## src/rtl/mem_arbiter_pkg.sv

```systemverilog
// Shared types for the memory-port arbiter: FSM state codes and burst owner encoding.
package mem_arbiter_pkg;

   typedef enum logic [1:0] {
      ARB_IDLE = 2'd0,
      ARB_REQ  = 2'd1,
      ARB_RD   = 2'd2,
      ARB_WR   = 2'd3
   } arb_state_e;

   typedef enum logic {
      OWNER_IC = 1'b0,
      OWNER_DC = 1'b1
   } owner_e;

endpackage

```

## src/rtl/mem_arbiter_arb_rr2.sv

```systemverilog
// Two-input grant logic for ICache/DCache memory requests.
// MEM_ARB_RR_EN selects round-robin with a last-grant pointer; otherwise fixed DC-over-IC priority.
module arb_rr2
   import mem_arbiter_pkg::*;
(
   input  logic clk,
   input  logic rst_n,
   input  logic en,
   input  logic req_ic,
   input  logic req_dc,
   output logic gnt_ic,
   output logic gnt_dc,
   output logic any
);

`ifdef MEM_ARB_RR_EN
   owner_e last_q, last_d;

   always_ff @(posedge clk or negedge rst_n) begin
      if (!rst_n) last_q <= OWNER_IC;
      else        last_q <= last_d;
   end

   // On a tie the requester not granted last wins; reset value makes DC win the first tie.
   always_comb begin
      gnt_dc = req_dc && (!req_ic || (last_q == OWNER_IC));
      gnt_ic = req_ic && !gnt_dc;
      last_d = last_q;
      if (en && (gnt_ic || gnt_dc)) last_d = gnt_dc ? OWNER_DC : OWNER_IC;
   end
`else
   logic unused;
   assign unused = &{1'b0, clk, rst_n, en};

   always_comb begin
      gnt_dc = req_dc;
      gnt_ic = req_ic && !req_dc;
   end
`endif

   assign any = gnt_ic || gnt_dc;

endmodule

```

## src/rtl/mem_arbiter.sv

```systemverilog
// Shares the single memory port between ICache refills and DCache refills/writebacks.
// Build option: define MEM_ARB_RR_EN for round-robin arbitration (default fixed DC priority).
module mem_arbiter
   import mem_arbiter_pkg::*;
#(
   parameter int unsigned ADDR_WIDTH = 32,
   parameter int unsigned DATA_WIDTH = 128,
   parameter int unsigned BEATS      = 4
) (
   input  logic                  clk,
   input  logic                  reset,
   input  logic                  ic_req_valid,
   input  logic [ADDR_WIDTH-1:0] ic_req_addr,
   output logic                  ic_req_ready,
   output logic                  ic_resp_valid,
   output logic                  ic_resp_last,
   input  logic                  dc_req_valid,
   input  logic                  dc_req_rnw,
   input  logic [ADDR_WIDTH-1:0] dc_req_addr,
   output logic                  dc_req_ready,
   output logic                  dc_resp_valid,
   output logic                  dc_resp_last,
   input  logic                  dc_wdata_valid,
   input  logic [DATA_WIDTH-1:0] dc_wdata,
   output logic                  dc_wdata_ready,
   output logic [DATA_WIDTH-1:0] resp_data,
   output logic                  mem_req_valid,
   output logic                  mem_req_rnw,
   output logic [ADDR_WIDTH-1:0] mem_req_addr,
   input  logic                  mem_req_ready,
   output logic                  mem_wdata_valid,
   output logic [DATA_WIDTH-1:0] mem_wdata,
   input  logic                  mem_wdata_ready,
   input  logic                  mem_resp_valid,
   input  logic [DATA_WIDTH-1:0] mem_resp_data
);

   localparam int unsigned    CW        = $clog2(BEATS);
   localparam logic [CW-1:0] LAST_BEAT = CW'(BEATS - 1);

   arb_state_e            state_q, state_d;
   owner_e                owner_q, owner_d;
   logic                  rnw_q, rnw_d;
   logic [ADDR_WIDTH-1:0] addr_q, addr_d;
   logic [CW-1:0]         cnt_q, cnt_d;

   logic gnt_ic, gnt_dc, gnt_any;
   logic is_last;

   arb_rr2 u_arb (
      .clk    (clk),
      .rst_n  (reset),
      .en     (state_q == ARB_IDLE),
      .req_ic (ic_req_valid),
      .req_dc (dc_req_valid),
      .gnt_ic (gnt_ic),
      .gnt_dc (gnt_dc),
      .any    (gnt_any)
   );

   always_ff @(posedge clk or negedge reset) begin
      if (!reset) begin
         state_q <= ARB_IDLE;
         owner_q <= OWNER_IC;
         rnw_q   <= 1'b0;
         addr_q  <= '0;
         cnt_q   <= '0;
      end else begin
         state_q <= state_d;
         owner_q <= owner_d;
         rnw_q   <= rnw_d;
         addr_q  <= addr_d;
         cnt_q   <= cnt_d;
      end
   end

   assign resp_data = mem_resp_data;
   assign is_last   = (cnt_q == LAST_BEAT);

   always_comb begin
      state_d         = state_q;
      owner_d         = owner_q;
      rnw_d           = rnw_q;
      addr_d          = addr_q;
      cnt_d           = cnt_q;
      ic_req_ready    = 1'b0;
      dc_req_ready    = 1'b0;
      ic_resp_valid   = 1'b0;
      ic_resp_last    = 1'b0;
      dc_resp_valid   = 1'b0;
      dc_resp_last    = 1'b0;
      dc_wdata_ready  = 1'b0;
      mem_req_valid   = 1'b0;
      mem_req_rnw     = 1'b0;
      mem_req_addr    = '0;
      mem_wdata_valid = 1'b0;
      mem_wdata       = '0;

      unique case (state_q)
         ARB_IDLE: begin
            ic_req_ready = gnt_ic;
            dc_req_ready = gnt_dc;
            if (gnt_any) begin
               owner_d = gnt_dc ? OWNER_DC : OWNER_IC;
               rnw_d   = gnt_dc ? dc_req_rnw : 1'b1;
               addr_d  = gnt_dc ? dc_req_addr : ic_req_addr;
               state_d = ARB_REQ;
            end
         end
         ARB_REQ: begin
            mem_req_valid = 1'b1;
            mem_req_rnw   = rnw_q;
            mem_req_addr  = addr_q;
            if (mem_req_ready) begin
               cnt_d   = '0;
               state_d = rnw_q ? ARB_RD : ARB_WR;
            end
         end
         ARB_RD: begin
            // Memory cannot be stalled: every valid cycle is a beat for the owner.
            if (owner_q == OWNER_DC) begin
               dc_resp_valid = mem_resp_valid;
               dc_resp_last  = mem_resp_valid && is_last;
            end else begin
               ic_resp_valid = mem_resp_valid;
               ic_resp_last  = mem_resp_valid && is_last;
            end
            if (mem_resp_valid) begin
               cnt_d = cnt_q + 1'b1;
               if (is_last) state_d = ARB_IDLE;
            end
         end
         ARB_WR: begin
            mem_wdata_valid = dc_wdata_valid;
            mem_wdata       = dc_wdata;
            dc_wdata_ready  = mem_wdata_ready;
            if (dc_wdata_valid && mem_wdata_ready) begin
               cnt_d = cnt_q + 1'b1;
               if (is_last) state_d = ARB_IDLE;
            end
         end
         default: state_d = ARB_IDLE;
      endcase
   end

endmodule

```

## config.mk

```make
export PLATFORM = sky130hd
export DESIGN_NAME = mem_arbiter
export DESIGN_NICKNAME = d
export VERILOG_FILES = /design/src/rtl/mem_arbiter_pkg.sv /design/src/rtl/mem_arbiter_arb_rr2.sv /design/src/rtl/mem_arbiter.sv
export SDC_FILE = /design/constraint.sdc
export NUM_CORES = 1
export LEC_CHECK = 0
export CAP_MARGIN = 20
export CORE_AREA = 2 2 241 243
export DETAILED_ROUTE_END_ITERATION = 12
export DIE_AREA = 0 0 243 245
export PLACE_DENSITY_LB_ADDON = 0.25
export SLEW_MARGIN = 20
export SYNTH_ARGS = -nofsm -noshare
export SYNTH_HDL_FRONTEND = slang
export SYNTH_HIERARCHICAL = 1
export SYNTH_SLANG_ARGS = --single-unit
```

## constraint.sdc

```tcl
create_clock -name clk -period 1.5 [get_ports clk]
set_input_delay 0.15 -clock clk [delete_from_list [all_inputs] [get_ports clk]]
set_output_delay 0.15 -clock clk [all_outputs]
set_load 0.03 [all_outputs]
```

After elaboration in Yosys (flattened, before gate mapping)
Cells that the tools add are included.
{ "classes": {"n_eq_ne": 8, "reduce_logical": 10, "mux": 30, "n_addsub": 1} }
{ "op_table": {"columns": ["operator", "count"], "rows": [
  ["$mux W128", 1],
  ["$mux W32", 2],
  ["$mux W1", 17],
  ["$mux W2", 8],
  ["$ne A2 B2 Y1 const B", 4],
  ["$pmux W2 S4", 1],
  ["$reduce_and A4 Y1", 2],
  ["$eq A2 B2 Y1 const B", 3],
  ["$pmux W2 S3", 1],
  ["$logic_and A1 B1 Y1", 3],
  ["$reduce_bool A3 Y1", 1],
  ["$add A2 B1 Y2 const B", 1],
  ["$eq A2 B1 Y1 const B", 1],
  ["$logic_not A2 Y1", 1],
  ["$reduce_and A2 Y1", 1],
  ["$logic_not A1 Y1", 1],
  ["$logic_or A1 B1 Y1", 1]
]} }
{ "word_totals": {"elab_cells": 54, "register_bits": 38, "inputBits": 329, "output_inout_bits": 298} }

Logic depth before layout (Yosys ltp)
{ "depth": {"word_depth": 5, "mapped_depth": 5} }

Cells and area by module
Netlist, hierarchy kept.
{ "modules_own_cells": {"columns": ["mod", "instances", "area_each_um2", "cells_each", "seq_area_each_um2"], "rows": [
  ["mem_arbiter", 1, 3957.5, 508, 950.9],
  ["arb_rr2", 1, 20.0, 3, 0.0]
]} }

Worst setup path after synthesis
Ideal clock, no wire load.
{ "synth_timing": {"path_type": "register -> output", "startpoint": "register state_q[1]", "endpoint": "output port ic_resp_last", "n_path_buf": 2, "path_stages_with_launch": 5, "required_time_ns": 1.350, "t_arrival_ns": 1.522, "slack_ns": -0.172, "path_cell_list": "dfrtp_1 > buf_2 > clkbuf_1 > nand2_1 > nor3b_1"} }
{ "synth_between": {"elab_chain_len": 2} }
{ "synth_lines": {"columns": ["element", "line_no", "rtl"], "rows": [
  ["start, declared", "mem_arbiter.sv:41", "arb_state_e state_q, state_d;"],
  ["start signal, assigned", "mem_arbiter.sv:69", "state_q <= state_d;"],
  ["$eq A2 B2 Y1", "mem_arbiter.sv:99", "unique case (state_q)"],
  ["$mux W1", "mem_arbiter.sv:99", null],
  ["end, declared", "mem_arbiter.sv:16", "output logic ic_resp_last,"]
]} }
No other way between the ends.

Worst setup path after layout
{ "layout_timing": {"startpoint": "register state_q[0]", "endpoint": "register owner_q"} }
{ "layout_between": {"elab_chain_len": 2} }
{ "layout_lines": {"columns": ["element", "line_no", "rtl"], "rows": [
  ["$logic_not A2 Y1", "mem_arbiter.sv:99", null],
  ["$reduce_and A2 Y1 (no line)", null, null],
  ["end signal, assigned", "mem_arbiter.sv:70", "owner_q <= owner_d;"],
  ["end, declared", "mem_arbiter.sv:42", "owner_e owner_q, owner_d;"]
]} }
No other way between the ends.
A chain may end at the register's enable or synchronous reset.

==> impl_metrics.tcl <==
set metrics [dict create \
    final_layout_size_suffix_gt1_share_pct 41.7 \
    hold_violations 0 \
    place.port_buffers 370 \
    antenna_left 0 \
    cts_tree "done" \
    clkSlewWorstSetupHoldPaths_ns 0.06 \
    whs_endpoint "rnw_q$_DFFE_PN0P_" \
    drt_iter0_markers 95 \
    vias 4610 \
    core-area_um2 57000 \
    syn_inst 511 \
    n_antenna_cell 0 \
    drc 0 \
    h-tree-depth 2 \
    synth_area_leader_cell "buf_4" \
    start_kind "flip-flop" \
    cts_root_buf "clkbuf_16" \
    end_kind "flip-flop" \
    reg2reg_to "owner_q$_DFFE_PN0P_" \
    cts_max_path_buffers 2 \
    final.setup.tns_ns -41.55 \
    synth-seq-cells 38 \
    drtPass1Iterations 4 \
    synth-seq-area-share_pct 23.9 \
    cts_buffers 5 \
    crit_type "reg -> reg" \
    grt_use_total_pct 7.63 \
    post-dp-hpwl_mm 20.6 \
    wl_per_cell_um 17.9 \
    path_cells "buf_4 -> buf_4 -> nor3b_4 -> buf_6 -> mux2_4" \
    grt_max_degree 55 \
    syn_to_final_growth_pct 131 \
    tightestPinTransition_ns 0.517 \
    post-place-ws_ns -0.124 \
    ys_types 27 \
    hp-start "dc_req_valid" \
    drt_wl_total_mm 27.6 \
    cp_slowest_stage_delay_ns 0.52 \
    finalCritPeriodShare_pct 118 \
    slew_violations 0 \
    powerDensity_nw_per_um2 1630 \
    yosysWarnings 6 \
    min_period_ns 1.77 \
    overflow 0 \
    rsz0062_at_grt "true" \
    synthesis.nets 841 \
    grt_pass1_vias 4311 \
    die_w_um 243 \
    skew_ns 0.00919 \
    maxCapViolCount 0 \
    cp_max_fo 6 \
    arrival_ns 1.95 \
    via_per_inst 3.00 \
    synth_top_cells_by_area "buf_4 25%, dfrtp_1 24%, and3_1 21%, mux2i_1 8.1%, and2_1 5.7%" \
    grt_pass1_wl_mm 32.7 \
    whs_path_depth 3 \
    cts.sinks 38 \
    finalSetupViolations 204 \
    rows 88 \
    critical_path_required_ns 1.68 \
    hp-class "in -> reg" \
    die_h_um 245 \
    setup_ws_ns -0.274 \
    crit_slowest_cell "dfrtp_4" \
    syn_area_um2 3980 \
    dieArea_um2 59500 \
    reg2reg_depth 5 \
    r2r-start "state_q[0]$_DFFE_PN0P_" \
    violations "negative setup slack" \
    ir_drop_v 0.000541 \
    grt_antenna_before_repair 2 \
    fin_nets 1101 \
    p_leak_uw 0.00395 \
    yosysTopAreaCellShare_pct 25.3 \
    relSlewSlack_pct 65.5 \
    place.gp.congestion 0.844 \
    fmax_mhz 564 \
    cp_num_buf_inv 3 \
    clk_latency_ns 0.30 \
    syn_area_per_cell_um2 7.78 \
    io_pins 627 \
    status "complete, but fails checks" \
    cpMostUsedCell "buf_4" \
    start_util_pct 6.97 \
    critPathTopFamily "flip-flops" \
    r2r_slack_ns -0.27 \
]
-- cell usage after synthesis, drive strengths merged --
library cell / number
a211oi: 1
a21o: 1
a21oi: 36
a31oi: 1
and2: 36
and2b: 1
and3: 131
buf: 145
clkbuf: 29
dfrtp: 38
ha: 1
inv: 1
mux2: 1
mux2i: 32
nand2: 6
nand2b: 1
nand3: 4
nand4: 2
nor2: 36
nor2b: 2
nor3b: 2
o211ai: 1
o21ai: 2
or2: 1
-- power by group --
group / leakage, uW / switching, uW / internal [uW]
logic: 0.00344 / 5910 / 5740
registers: 0.000420 / 311 / 1540
clock network: 0.0000971 / 493 / 1000
total: 0.00395 / 6720 / 8280
-- cells by family after synthesis --
logic type | count (synthesis) | share of synthesized area, %
simple gates | 222 | 32.4
fa+ha+maj | 1 | 0.315
mux | 33 | 8.34
flops | 38 | 23.9
buf+inv | 175 | 29.6
compound gates | 42 | 5.51
-- how the worst max path moves through the flow --
| stage | startpoint | end | slack [ns] | cells past startpoint |
|---|---|---|---|---|
| CTS | state_q[1]$_DFFE_PN0P_ | mem_req_addr[24] | -0.28 | 5 |
| global route | state_q[1]$_DFFE_PN0P_ | mem_req_addr[5] | -0.32 | 5 |
| detailed placement | ic_req_valid | addr_q[23]$_DFFE_PN0P_ | -0.12 | 6 |
| global placement | ic_req_valid | addr_q[21]$_DFFE_PN0P_ | -0.11 | 6 |
| floorplan | state_q[1]$_DFFE_PN0P_ | mem_req_addr[10] | 0.03 | 4 |
| finish | state_q[0]$_DFFE_PN0P_ | owner_q$_DFFE_PN0P_ | -0.27 | 5 |
-- routing by layer --
layer	up-vias	part of all wire [%]	GRT usage, %
li1	2111	-	-
met3	45	12	4.28
met1	2119	32	6.68
met2	333	49	13.3
met5	-	0.036	0.245
met4	2	6.5	5.18
-- worst min-delay path: stages --
cell     delay, ns
buf_2         0.12
buf_4         0.16
a31oi_1       0.08
-- cells in the final DEF (no fill, tap or decap), types with 2 or more instances in the layout --
master,Yosys,routed
a21oi_1,36,31
buf_2,11,2
and2_1,36,27
nand2_1,6,5
nor2_1,36,34
dfrtp_1,38,36
and2_4,0,8
bufinv_16,0,2
buf_12,0,32
nand4_1,2,2
clkdlybuf4s50_1,0,198
nor2_4,0,2
o21ai_0,2,2
and3_1,131,68
a21oi_2,0,5
buf_8,0,3
clkbuf_16,0,13
buf_16,0,3
mux2i_1,32,32
buf_4,134,45
buf_6,0,135
and3_4,0,63
nand3_1,4,4
dfrtp_4,0,2
-- layout make-up --
type | count | area (um^2)
clock buffers | 6 | 139
clock inverters | 2 | 60.1
fillers | 6509 | 47800
inverters | 1 | 3.75
multi-input cells | 298 | 2250
flip-flops and latches | 38 | 958
well taps | 765 | 957
repair buffers | 427 | 4830
-- registers in the layout, summed over array words and instances (netlist names) --
signal,count
owner_q,1
addr_q,32
state_q,2
cnt_q,2
rnw_q,1
-- metrics by stage --
stage               std cells  hold slack [ns]  area, um^2  power (uW)  utilization [%]
finish                   1537            0.256        9190       15000             16.1
floorplan                 511           -0.146        3980        7340                -
global placement         1496            0.143        7620       11000             13.4
CTS                      1516            0.248        8490       13700             14.9
global route             1537            0.279        9190       15800             16.1
detailed placement       1496            0.168        7620       11000             13.4
-- repair_timing --
| item | in CTS | in global routing |
|---|---|---|
| setup buffers | 10 | 8 |
| pin swaps | 3 | 5 |
| hold endpoints to repair | 17 | 0 |
| hold buffers | 1 | 0 |
| resized for setup | 137 | 95 |
| endpoints found under the setup margin | 170 | 204 |
| cloned | 1 | 14 |
Power figures use the tool's default switching activity.
